--- src/rtl/jogo_pkg.sv ---
// Shared state codes and width helper for the parametrised memory game.
package jogo_pkg;

  localparam int ST_W = 4;

  localparam logic [ST_W-1:0] ST_INICIAL     = 4'd0;
  localparam logic [ST_W-1:0] ST_PREPARA     = 4'd1;
  localparam logic [ST_W-1:0] ST_ESPERA      = 4'd2;
  localparam logic [ST_W-1:0] ST_REGISTRA    = 4'd3;
  localparam logic [ST_W-1:0] ST_COMPARA     = 4'd4;
  localparam logic [ST_W-1:0] ST_PROX_JOGADA = 4'd5;
  localparam logic [ST_W-1:0] ST_PROX_RODADA = 4'd6;
  localparam logic [ST_W-1:0] ST_FIM_ACERTO  = 4'd7;
  localparam logic [ST_W-1:0] ST_FIM_ERRO    = 4'd8;
  localparam logic [ST_W-1:0] ST_FIM_TIMEOUT = 4'd9;

  typedef enum logic [ST_W-1:0] {
    INICIAL     = ST_INICIAL,
    PREPARA     = ST_PREPARA,
    ESPERA      = ST_ESPERA,
    REGISTRA    = ST_REGISTRA,
    COMPARA     = ST_COMPARA,
    PROX_JOGADA = ST_PROX_JOGADA,
    PROX_RODADA = ST_PROX_RODADA,
    FIM_ACERTO  = ST_FIM_ACERTO,
    FIM_ERRO    = ST_FIM_ERRO,
    FIM_TIMEOUT = ST_FIM_TIMEOUT
  } estado_t;

  // Counter width able to hold 0..n-1, never narrower than one bit.
  function automatic int largura(input int n);
    return (n <= 2) ? 1 : $clog2(n);
  endfunction

endpackage

--- src/rtl/edge_detector.sv ---
// Rising-edge detector: one-cycle pulse when the input goes 0 -> 1.
module edge_detector (
  input  logic clock,
  input  logic reset,
  input  logic sinal,
  output logic pulso
);

  logic reg0_q, reg1_q;

  // Two-flop sampler; pulse is "seen now, not seen last cycle".
  always_ff @(posedge clock or negedge reset) begin
    if (!reset) begin
      reg0_q <= 1'b0;
      reg1_q <= 1'b0;
    end else begin
      reg0_q <= sinal;
      reg1_q <= reg0_q;
    end
  end

  assign pulso = reg0_q & ~reg1_q;

endmodule

--- src/rtl/jogo_sequencia_param_uc.sv ---
// Control unit: game FSM and Moore decode of datapath controls and result flags.
module unidade_controle_seq
  import jogo_pkg::*;
(
  input  logic            clock,
  input  logic            reset,
  input  logic            iniciar,
  input  logic            jogada,
  input  logic            timer_fim,
  input  logic            igual,
  input  logic            fim_rodada,
  input  logic            ultima_rodada,
  output logic            zera,
  output logic            conta_timer,
  output logic            registra,
  output logic            inc_jogada,
  output logic            inc_rodada,
  output logic            pronto,
  output logic            acertou,
  output logic            errou,
  output logic            timeout,
  output logic [ST_W-1:0] db_estado
);

  estado_t state_q, state_d;

  // State register.
  always_ff @(posedge clock or negedge reset) begin
    if (!reset) state_q <= INICIAL;
    else        state_q <= state_d;
  end

  // Next state; a play pulse beats timer expiry, unused codes fall back to INICIAL.
  always_comb begin
    state_d = state_q;
    case (state_q)
      INICIAL:     if (iniciar) state_d = PREPARA;
      PREPARA:     state_d = ESPERA;
      ESPERA:      if (jogada)         state_d = REGISTRA;
                   else if (timer_fim) state_d = FIM_TIMEOUT;
      REGISTRA:    state_d = COMPARA;
      COMPARA:     if (!igual)             state_d = FIM_ERRO;
                   else if (!fim_rodada)   state_d = PROX_JOGADA;
                   else if (ultima_rodada) state_d = FIM_ACERTO;
                   else                    state_d = PROX_RODADA;
      PROX_JOGADA: state_d = ESPERA;
      PROX_RODADA: state_d = ESPERA;
      FIM_ACERTO:  if (iniciar) state_d = PREPARA;
      FIM_ERRO:    if (iniciar) state_d = PREPARA;
      FIM_TIMEOUT: if (iniciar) state_d = PREPARA;
      default:     state_d = INICIAL;
    endcase
  end

  // Moore output decode from the current state only.
  always_comb begin
    zera        = 1'b0;
    conta_timer = 1'b0;
    registra    = 1'b0;
    inc_jogada  = 1'b0;
    inc_rodada  = 1'b0;
    pronto      = 1'b0;
    acertou     = 1'b0;
    errou       = 1'b0;
    timeout     = 1'b0;
    case (state_q)
      PREPARA:     zera        = 1'b1;
      ESPERA:      conta_timer = 1'b1;
      REGISTRA:    registra    = 1'b1;
      PROX_JOGADA: inc_jogada  = 1'b1;
      PROX_RODADA: inc_rodada  = 1'b1;
      FIM_ACERTO:  begin pronto = 1'b1; acertou = 1'b1; end
      FIM_ERRO:    begin pronto = 1'b1; errou   = 1'b1; end
      FIM_TIMEOUT: begin pronto = 1'b1; timeout = 1'b1; end
      default:     ;
    endcase
  end

  assign db_estado = state_q;

endmodule

--- src/rtl/jogo_sequencia_param.sv ---
// Genius-style memory game top: datapath (counters, timer, play register,
// edge detector, comparator) around the control unit.
module jogo_sequencia_param
  import jogo_pkg::*;
#(
  parameter int N_CHAVES = 4,
  parameter int PROF     = 16,
  parameter int END_W    = 4,
  parameter int TIMEOUT  = 5000
) (
  input  logic                clock,
  input  logic                reset,
  input  logic                iniciar,
  input  logic [N_CHAVES-1:0] chaves,
  output logic [END_W-1:0]    mem_endereco,
  input  logic [N_CHAVES-1:0] mem_dado,
  output logic                pronto,
  output logic                acertou,
  output logic                errou,
  output logic                timeout,
  output logic [N_CHAVES-1:0] leds,
  output logic                db_tem_jogada,
  output logic [END_W-1:0]    db_contagem,
  output logic [END_W-1:0]    db_rodada,
  output logic [N_CHAVES-1:0] db_jogada,
  output logic [3:0]          db_estado
);

  localparam int TW = largura(TIMEOUT);
  localparam logic [TW-1:0]    TIMER_MAX  = TW'(TIMEOUT - 1);
  localparam logic [END_W-1:0] RODADA_MAX = END_W'(PROF - 1);

  logic [END_W-1:0]    contagem_q, contagem_d;
  logic [END_W-1:0]    rodada_q, rodada_d;
  logic [TW-1:0]       timer_q, timer_d;
  logic [N_CHAVES-1:0] jogada_q, jogada_d;

  logic zera, conta_timer, registra, inc_jogada, inc_rodada, pulso;

  edge_detector u_edge (
    .clock (clock),
    .reset (reset),
    .sinal (|chaves),
    .pulso (pulso)
  );

  unidade_controle_seq u_uc (
    .clock         (clock),
    .reset         (reset),
    .iniciar       (iniciar),
    .jogada        (pulso),
    .timer_fim     (timer_q == TIMER_MAX),
    .igual         (jogada_q == mem_dado),
    .fim_rodada    (contagem_q == rodada_q),
    .ultima_rodada (rodada_q == RODADA_MAX),
    .zera          (zera),
    .conta_timer   (conta_timer),
    .registra      (registra),
    .inc_jogada    (inc_jogada),
    .inc_rodada    (inc_rodada),
    .pronto        (pronto),
    .acertou       (acertou),
    .errou         (errou),
    .timeout       (timeout),
    .db_estado     (db_estado)
  );

  // Datapath next-state; only one control strobe is active per state.
  always_comb begin
    contagem_d = contagem_q;
    rodada_d   = rodada_q;
    timer_d    = timer_q;
    jogada_d   = jogada_q;
    if (zera) begin
      contagem_d = '0;
      rodada_d   = '0;
      timer_d    = '0;
      jogada_d   = '0;
    end
    if (conta_timer) timer_d  = timer_q + 1'b1;
    if (registra)    jogada_d = chaves;
    if (inc_jogada) begin
      contagem_d = contagem_q + 1'b1;
      timer_d    = '0;
    end
    if (inc_rodada) begin
      rodada_d   = rodada_q + 1'b1;
      contagem_d = '0;
      timer_d    = '0;
    end
  end

  // Datapath registers.
  always_ff @(posedge clock or negedge reset) begin
    if (!reset) begin
      contagem_q <= '0;
      rodada_q   <= '0;
      timer_q    <= '0;
      jogada_q   <= '0;
    end else begin
      contagem_q <= contagem_d;
      rodada_q   <= rodada_d;
      timer_q    <= timer_d;
      jogada_q   <= jogada_d;
    end
  end

  assign mem_endereco  = contagem_q;
  assign leds          = chaves;
  assign db_tem_jogada = |chaves;
  assign db_contagem   = contagem_q;
  assign db_rodada     = rodada_q;
  assign db_jogada     = jogada_q;

endmodule

--- config.mk ---
export PLATFORM = sky130hd
export DESIGN_NAME = jogo_sequencia_param
export DESIGN_NICKNAME = d
export VERILOG_FILES = /design/src/rtl/jogo_pkg.sv /design/src/rtl/edge_detector.sv /design/src/rtl/jogo_sequencia_param_uc.sv /design/src/rtl/jogo_sequencia_param.sv
export SDC_FILE = /design/constraint.sdc
export NUM_CORES = 1
export LEC_CHECK = 0
export ABC_AREA = 1
export BUFFER_PORTS_ARGS = -buffer_cell sky130_fd_sc_hd__buf_2
export CAP_MARGIN = 5
export CORE_ASPECT_RATIO = 1.2
export CORE_MARGIN = 2
export CORE_UTILIZATION = 45
export CTS_BUF_LIST = sky130_fd_sc_hd__clkbuf_16
export CTS_CLUSTER_SIZE = 20
export DETAILED_ROUTE_END_ITERATION = 7
export PLACE_DENSITY = 0.72
export RECOVER_POWER = 50
export SYNTH_ARGS = -nofsm -noshare
export SYNTH_HDL_FRONTEND = slang
export SYNTH_SLANG_ARGS = --single-unit
--- constraint.sdc ---
create_clock -name clock -period 1.7 [get_ports clock]
set_input_delay 0.425 -clock clock [delete_from_list [all_inputs] [get_ports clock]]
set_output_delay 0.425 -clock clock [all_outputs]
set_load 0.03 [all_outputs]
# --- Yosys cells after proc, flatten, opt, wreduce, memory -nomap -nowiden ---
# Cells that the tools add are included.
totals:
  output_inout_bits: 29
  elab_cells: 62
  ff_bits: 31
  in_bits: 11
op_classes:
  n_mux: 25
  bitwise_logic: 2
  n_reduce_logical: 10
  n_eq_ne: 15
  add_sub_neg: 3
op_table:
  columns: ["op", "n"]
  rows:
  - ["$mux 13", 4]
  - ["$mux 4", 10]
  - ["$pmux 4 s5", 1]
  - ["$eq 4x3->1 const B", 4]
  - ["$add 13x1->13 const B", 1]
  - ["$eq 13x13->1 const B", 1]
  - ["$eq 4x4->1 const B", 3]
  - ["$mux 1", 10]
  - ["$add 4x1->4 const B", 2]
  - ["$eq 4x2->1 const B", 2]
  - ["$eq 4x4->1", 2]
  - ["$reduce_or 4->1", 2]
  - ["$reduce_or 3->1", 2]
  - ["$eq 4x1->1 const B", 1]
  - ["$logic_not 4->1", 1]
  - ["$reduce_bool 2->1", 2]
  - ["$reduce_bool 4->1", 1]
  - ["$ne 3x2->1 const B", 1]
  - ["$reduce_bool 3->1", 1]
  - ["$ne 2x1->1 const B", 1]
  - ["$reduce_and 2->1", 1]
  - ["$and 1x1->1", 1]
  - ["$not 1->1", 1]

# --- Logic depth before layout (Yosys ltp) ---
# Gate-level depths: netlist (run 1).
depth:
  ltp_word: 6
  depth_mapped: 10

# --- Cells and area by module ---
# A second synthesis (run 1) with hierarchy kept.
hier_totals:
  cells_unflattened: 274
  hier_area_um2: 1989.4
by_module_without_submodules:
  columns: ["mod", "cells_per_inst", "instances", "area_per_inst_um2"]
  rows:
  - ["jogo_sequencia_param", 201, 1, 1505.2]
  - ["unidade_controle_seq", 69, 1, 424.2]
  - ["edge_detector", 4, 1, 60.1]

# --- Worst setup path before layout (run 1) ---
# Ideal clock, no wire load.
synth_timing:
  path_kind: "reg-to-output"
  from: "register u_uc.state_q[3] (netlist: u_uc.db_estado[3])"
  to: "output errou"
  stages_incl_launch_ff: 3
  arrival_time_ns: 1.254
  setup_slack_ns: 0.021
  cell_sequence: "dfrtp_1 nand3_1 nor2_1"
synth_via:
  elab_chain_cells: 2
synth_rtl:
  columns: ["element", "line_no", "text"]
  rows:
  - ["start, declared", "jogo_sequencia_param_uc.sv:25", "estado_t state_q, state_d;"]
  - ["start signal, assigned", "jogo_sequencia_param_uc.sv:30", "else state_q <= state_d;"]
  - ["$eq 4x4->1", "jogo_sequencia_param_uc.sv:66", "case (state_q)"]
  - ["$mux 1", "jogo_sequencia_param_uc.sv:66", null]
  - ["end, declared", "jogo_sequencia_param.sv:19", "output logic errou,"]
# No other way between the ends.

# --- Worst setup path in the final report (run 1) ---
layout_timing:
  from: "register u_uc.state_q[1] (netlist: u_uc.db_estado[1])"
  to: "output pronto"
layout_via:
  elab_chain_cells: 3
  elab_cells_between_ends: 5
layout_rtl:
  columns: ["element", "line_no", "text"]
  rows:
  - ["$eq 4x3->1 / $eq 4x4->1 (equally long branches)", "jogo_sequencia_param_uc.sv:66", null]
  - ["$reduce_or 3->1 (no line) *", null, null]
  - ["$mux 1 *", "jogo_sequencia_param_uc.sv:66", null]
  - ["end, declared", "jogo_sequencia_param.sv:17", "output logic pronto,"]
# Mark *: on every way between the ends. The rest lies on a longest branch, timed or not.

==> impl_results.md, run 1 <==
* Outcome: completed
* Max Fanout on Critical Path at 3
* Layout Skew at 0.00607 ns
* Layout cells sized above 1 at about a quarter
* Worst VDD drop at 0.00112 V
* DR pass1 iterations at 4
* Total I/O pin count at 40
* Synth Flop Type: dfrtp_1
* Post-synth EDFFs at 0
* Total CTS buffers at 5
* Setup_tns at 0 ns
* Cell Area, Synth at ~1900 um^2
* Grt ovf at 0
* Final min period at 1.63 ns
* P&R area growth vs syn at 21.0%
* Synth cell count leaders: nand2_1 (67), inv_1 (41), dfrtp_1 (31)
* Largest net degree at the start of global routing at 32
* Worst r2r src: timer_q[0]
* Detailed Route WL at 4.14 mm
* Worst min-delay path class: input pin to asynchronous set/reset pin
* CTS H-tree lvls at 2
* Total number of vias at 1,724
* Die Wd at 62.9 um
* Mapped Nets at roughly 260
* Mapped Cells at 250
* DRT antenna net count at 0
* Worst EP required at 1.27 ns
* RSZ-0062 raised after global routing: false
* GRT Resource Usage Total at 19.4%
* Ys Warns at 0
* Worst setup SP type: register
* Arr. time, crit path at 1.20 ns
* Yosys top cell by area: dfrtp_1
* Least-Margin Pin Slew at 0.767 ns
* Hold WS at roughly 0.29 ns
* TritonCTS clock tree: built
* Top cell type's share of synthesized area at 41.4%
* Seq/Total Area, Yosys at 41.4%
* Most common cell in the netlist: nand2_1
* Reg2Reg Setup Slack at approximately 0.12 ns
* Initial Util at 47.2%
* Static leakage at between 0.001 and 0.0015 uW
* Core Region at 3970 um^2
* Vias in the first global route at 1,612
* Wirelength per Cell at approximately 12 um
* Relative slew slack at 48.8%
* Power density cells at around 1500 nW/um^2
* GPL Wtd Cong at 0.866
* Filler cell count in the final layout at 393
* Initial antenna violation count at 0
* Total of max-cap violations at 0
* CTS Buffer Depth at 2
* DRC violations left at 0
* Cell chosen for the clock root: clkbuf_16
* Slew Limit Fails at 0
* Yosys reg bits at 31
* Average instance area after synthesis at 7.50 um^2
* Synth top area cells: dfrtp_1 (41%), nand2_1 (13%), inv_1 (8.2%)
* N_diodes at 0
* DR iter-0 viols at 67
* Number of port buffers at 39
* FFs w/ async S/R, synth at 100%
* Finished Core Util at 57.1%
* DP Wirelength at around 3.1 mm
* # nets final at 308
* Cts hold-fix bufs at 0
* Critical Path End Type: primary output
* Final setup fails at 0
* Reg clk slew, reported paths at 0.05 ns
* Total power draw at 3360 uW
* Fmax at around 600 MHz
* Clock tree sinks at 31
* Die height at 74.7 um
* Crit Path Category: register to primary output
* Final Cell Area at about 2300 um^2
* Synth unique cells at 30
* Vias/cell at approximately 5
* # rows at 25
* Reg-to-reg endpoint: u_uc.db_estado[3]
* Worst skew pair latency at 0.28 ns
* Placed Area at 2090 um^2
* Final worst path period share at approximately 96%
* Depth of the most critical reg-to-reg path at 8
* Die area at 4700 um^2
* Hold Fails Final Rpt at 0
* First-pass GRT wire length at 7.09 mm
==> state kept, by name (all words and copies together) (netlist names) <==
register,flops
timer_q,13
db_contagem,4
db_jogada,4
db_rodada,4
u_uc.db_estado,4
u_edge.reg0_q,1
u_edge.reg1_q,1
==> through the flow <==
step | setup WS [ns] | instances
CTS | 0.00634 | 345
global route | 0.00298 | 348
detailed placement | -0.0530 | 337
global placement | 0.0461 | 337
finish | 0.0712 | 348
floorplan | 0.0212 | 250
==> power breakdown <==
group	leakage, uW	internal [uW]	switching, uW
clock	0.0000671	524	299
sequential	0.000410	881	144
combinational	0.000743	489	1030
total	0.00122	1890	1470
==> metal layers <==
layer	track usage, %	routed length [um]	vias to the layer above
met2	33.6	1990	44
met5	0	0	-
met3	4.78	223	9
met4	7.65	97	0
li1	-	-	873
met1	23.7	1830	798
==> logic make-up (layout without fill, tap and decap cells) <==
logic type | Yosys count | count (layout) | share of synthesized area [%]
simple gates | 129 | 129 | 32.7
buf+inv | 54 | 98 | 12.8
compound gates | 31 | 31 | 10.1
flops | 31 | 31 | 41.4
fa+ha+maj | 3 | 3 | 2.00
xor+xnor | 2 | 2 | 0.935
==> repair_timing <==
item / in CTS / in global routing
setup buffers: 1 / 3
gates resized for setup: 5 / 6
endpoints found under the setup margin: 3 / 5
pin swaps: 1 / 1
==> layout make-up <==
type	instances	area [um^2]	share of cell area (%)
clock inverters	2	8.76	0.386
repair buffers	46	249	11.0
inverters	45	169	7.45
flip-flops and latches	31	778	34.3
clock buffers	5	125	5.52
well taps	54	67.6	2.98
multi-input cells	165	871	38.4
==> critical path, cell delays in order, from the launching register on <==
cell	delay, ns
dfrtp_1	0.39
buf_4	0.15
nand2_1	0.05
inv_1	0.05
nand2_2	0.08
nand2_1	0.05
buf_4	0.16
==> worst max path at each step <==
stage                                  from                end  slack (ns)  depth (start not counted)
after floorplan           u_uc.db_estado[3]              errou        0.02                          2
after global placement    u_uc.db_estado[2]  u_uc.db_estado[1]        0.05                          8
after detailed placement  u_uc.db_estado[3]  u_uc.db_estado[1]       -0.05                          7
after CTS                 u_uc.db_estado[3]            timeout       0.006                          3
after global routing      u_uc.db_estado[1]              errou       0.003                          4
final                     u_uc.db_estado[1]             pronto        0.07                          6
==> cell usage in the layout (no fill, tap or decap), drive strengths merged <==
| master | Yosys | routed |
|---|---|---|
| clkinv | 0 | 2 |
| o22ai | 6 | 6 |
| o32ai | 1 | 1 |
| or2 | 1 | 1 |
| inv | 45 | 45 |
| dfrtp | 31 | 31 |
| nor3 | 3 | 3 |
| ha | 3 | 3 |
| xnor2 | 1 | 1 |
| nand4 | 5 | 5 |
| nand3b | 1 | 1 |
| xor2 | 1 | 1 |
| o31ai | 1 | 1 |
| a21oi | 4 | 4 |
| nor2 | 24 | 24 |
| nand2 | 71 | 71 |
| buf | 9 | 40 |
| nand3 | 24 | 24 |
| clkbuf | 0 | 11 |
| o21ai | 19 | 19 |
No activity file was read; power rests on OpenSTA's default activity.
==> inputs of run 2 (changes only) <==
--- a/config.mk
+++ b/config.mk
@@ -8,13 +8,15 @@
 export ABC_AREA = 1
 export BUFFER_PORTS_ARGS = -buffer_cell sky130_fd_sc_hd__buf_2
 export CAP_MARGIN = 5
+export CELL_PAD_IN_SITES_DETAIL_PLACEMENT = 1
+export CELL_PAD_IN_SITES_GLOBAL_PLACEMENT = 2
 export CORE_ASPECT_RATIO = 1.2
 export CORE_MARGIN = 2
-export CORE_UTILIZATION = 45
+export CORE_UTILIZATION = 30
 export CTS_BUF_LIST = sky130_fd_sc_hd__clkbuf_16
 export CTS_CLUSTER_SIZE = 20
 export DETAILED_ROUTE_END_ITERATION = 7
-export PLACE_DENSITY = 0.72
+export PLACE_DENSITY = 0.82
 export RECOVER_POWER = 50
 export SYNTH_ARGS = -nofsm -noshare
 export SYNTH_HDL_FRONTEND = slang
==> impl_results.md, run 2 (synthesis results as in run 1) <==
* Final min period at 1.66 ns (+0.0287 ns)
* Crit path capture: pronto
* Sw frac at 43.9% (+0.20 points)
* Most flops, register: timer_q
* Number of port buffers at 39 (unchanged)
* Non-filler cells, final at 382 (+9.8%)
* Fmax at 603 MHz (-1.7%)
* Layout cells sized above 1 at 25.7% (+0.50 points)
* Least-Margin Pin Slew at 0.750 ns (-0.0180 ns)
* Slowest stage delay, CP at 0.47 ns (+0.08 ns)
* Largest net degree at the start of global routing at 20 (-38%)
* Crit-path slowest cell: dfrtp_2
* Vias/cell at 4.61 (-6.9%)
* Total number of vias at 1,761 (+2.1%)
* Initial Util at 31.0% (-16 points)
* Total CTS buffers at 5 (unchanged)
* Clock tree sinks at 31 (unchanged)
* Worst min-delay path class: input pin to asynchronous set/reset pin
* Crit Path Category: register to primary output
* DR pass1 iterations at 4 (unchanged)
* N_diodes at 0 (unchanged)
* Power density cells at 1490 nW/um^2 (+0.71%)
* Core Region at 6050 um^2 (+52%)
* Total I/O pin count at 40 (unchanged)
* Hold Fails Final Rpt at 0 (unchanged)
* Reg2Reg Setup Slack at 0.13 ns (about the same)
* Detailed Route WL at 5.16 mm (+24%)
* Setup WS pre-CTS at -0.0817 ns (-0.0287 ns)
* First-pass GRT wire length at 8.59 mm (+21%)
* Comb power frac at 47.5% (+2.4 points)
* Cell chosen for the clock root: clkbuf_16
* CTS Buffer Depth at 2 (unchanged)
* Vias in the first global route at 1,844 (+14%)
* Sequential share of power at 29.0% (-1.5 points)
* Critical Path End Type: primary output
* GPL Wtd Cong at 0.809 (-6.7%)
* DR iter-0 viols at 66 (-1.5%)
* Reg clk slew, reported paths at 0.05 ns (about the same)
* Clock network fraction of total power at 23.5% (-1.0 points)
* CTS H-tree lvls at 2 (unchanged)
* Slew Limit Fails at 0 (unchanged)
* # rows at 31 (+24%)
* RSZ-0062 raised after global routing: true
* Sw Pwr at 1560 uW (+5.9%)
* Reg-to-reg endpoint: u_uc.db_estado[0]
* Initial antenna violation count at 0 (unchanged)
* Pint at 1990 uW (+5.1%)
* Fin worst setup slack at 0.0425 ns (-0.0287 ns)
* Depth of the most critical reg-to-reg path at 10 (+2)
* Filler cell count in the final layout at 771 (+96%)
* Placed insts at 367 (+8.9%)
* Total of max-cap violations at 0 (unchanged)
* P&R area growth vs syn at 26.7%
* Worst setup SP type: register
* TritonCTS clock tree: built
* Max Fanout on Critical Path at 5 (+2)
* GRT Resource Usage Total at 15.6% (-3.8 points)
* Worst EP required at 1.27 ns (about the same)
* Finished Core Util at 39.2% (-18 points)
* Grt ovf at 0 (unchanged)
* Wirelength per Cell at 13.5 um (+13%)
* DRT antenna net count at 0 (unchanged)
* Final setup fails at 0 (unchanged)
* DRC violations left at 0 (unchanged)
* Largest register FFs at 13 (unchanged)
* Die Wd at 76.2 um (+21%)
* CP Launch Point: u_uc.db_estado[3]
* Final worst path period share at 97.5% (+1.7 points)
* Layout Skew at 0.00752 ns (+0.00145 ns)
* Outcome: completed
* Worst skew pair latency at 0.28 ns (about the same)
* # nets final at 313 (+1.6%)
* Die height at 90.6 um (+21%)
* Worst-path cell chain: nor2_4 > nand2_2 > nand2_1 > buf_6
* DP Wirelength at 3.90 mm (+24%)
* Commonest non-fill, non-tap cell in the layout: nand2_1
* Arr. time, crit path at 1.23 ns (+0.03 ns)
* Relative slew slack at 50.0% (+1.2 points)
* Die area at 6900 um^2 (+47%)
* Worst r2r src: u_uc.db_estado[2]
* Worst VDD drop at 0.000692 V (-38%)
* Static leakage at 0.00123 uW (+1.2%)
* Hold WS at 0.191 ns (-0.102 ns)
* Most frequent cells in the layout: nand2_1 (66), inv_1 (43), dfrtp_1 (29), buf_2 (25), nand3_1 (22)
-- run 2: changes by cell type in the layout (fill, tap and decap cells not counted), sizes merged --
| cell | change |
|---|---|
| clkbuf | +6 |
| inv | +2 |
| buf | -1 |
| clkinv | -1 |
-- run 2: cell type report --
cell class / count / area (um^2) / share of cell area, %
clock buffer: 5 / 125 / 5.27
clock inverter: 3 / 12.5 / 0.527
inverter: 45 / 169 / 7.11
multi-input combinational: 165 / 891 / 37.5
sequential: 31 / 778 / 32.8
tap: 82 / 103 / 4.32
timing repair buffer: 51 / 297 / 12.5
-- run 2: worst max-delay path, delay by kind of cell (launching register included) --
family                 cells  cell delay, ns
DFF                        1            0.47
and+or+nand+nor            3            0.35
buffers and inverters      1            0.13
-- run 2: what timing repair did --
item | in CTS | in global routing
pin swaps | 1 | 2
gates resized for setup | 6 | 11
buffers inserted | 4 | 3
hold buffers | 0 | 0
endpoints found under the setup margin | 8 | 10
-- run 2: power groups by stage --
stage / Combinational (uW) / Clock [uW] / Sequential, uW
floorplan: 865 / 0 / 1230
CTS: 1610 / 857 / 1020
global route: 1870 / 892 / 1060
finish: 1680 / 833 / 1030
detailed placement: 1470 / 0 / 1040
global placement: 1450 / 0 / 1040
-- run 2: layer usage --
| layer | vias to the layer above | global-route usage, % | part of all wire, % |
|---|---|---|---|
| li1 | 890 | - | - |
| met1 | 844 | 18.4 | 43 |
| met2 | 21 | 28.1 | 53 |
| met3 | 6 | 4.10 | 3.4 |
| met4 | 0 | 4.09 | 1.0 |
| met5 | - | 0 | 0 |
-- run 2: worst min path at each step --
stage,from,cells past startpoint,endpoint
2_1_floorplan,reset,0,db_contagem[0]
3_3_place_gp,reset,1,timer_q[7]
3_5_place_dp,reset,1,timer_q[7]
4_1_cts,reset,1,timer_q[7]
5_1_grt,reset,1,timer_q[7]
6_report,reset,1,timer_q[7]
-- run 2: metrics by stage --
stage          area (um^2)  power, uW  TNS, ns
2_1_floorplan         1870       2090        0
3_3_place_gp          2150       2490  -0.0134
5_1_grt               2370       3820  -0.0614
3_5_place_dp          2150       2510  -0.0817
6_report              2370       3550        0
4_1_cts               2350       3490        0
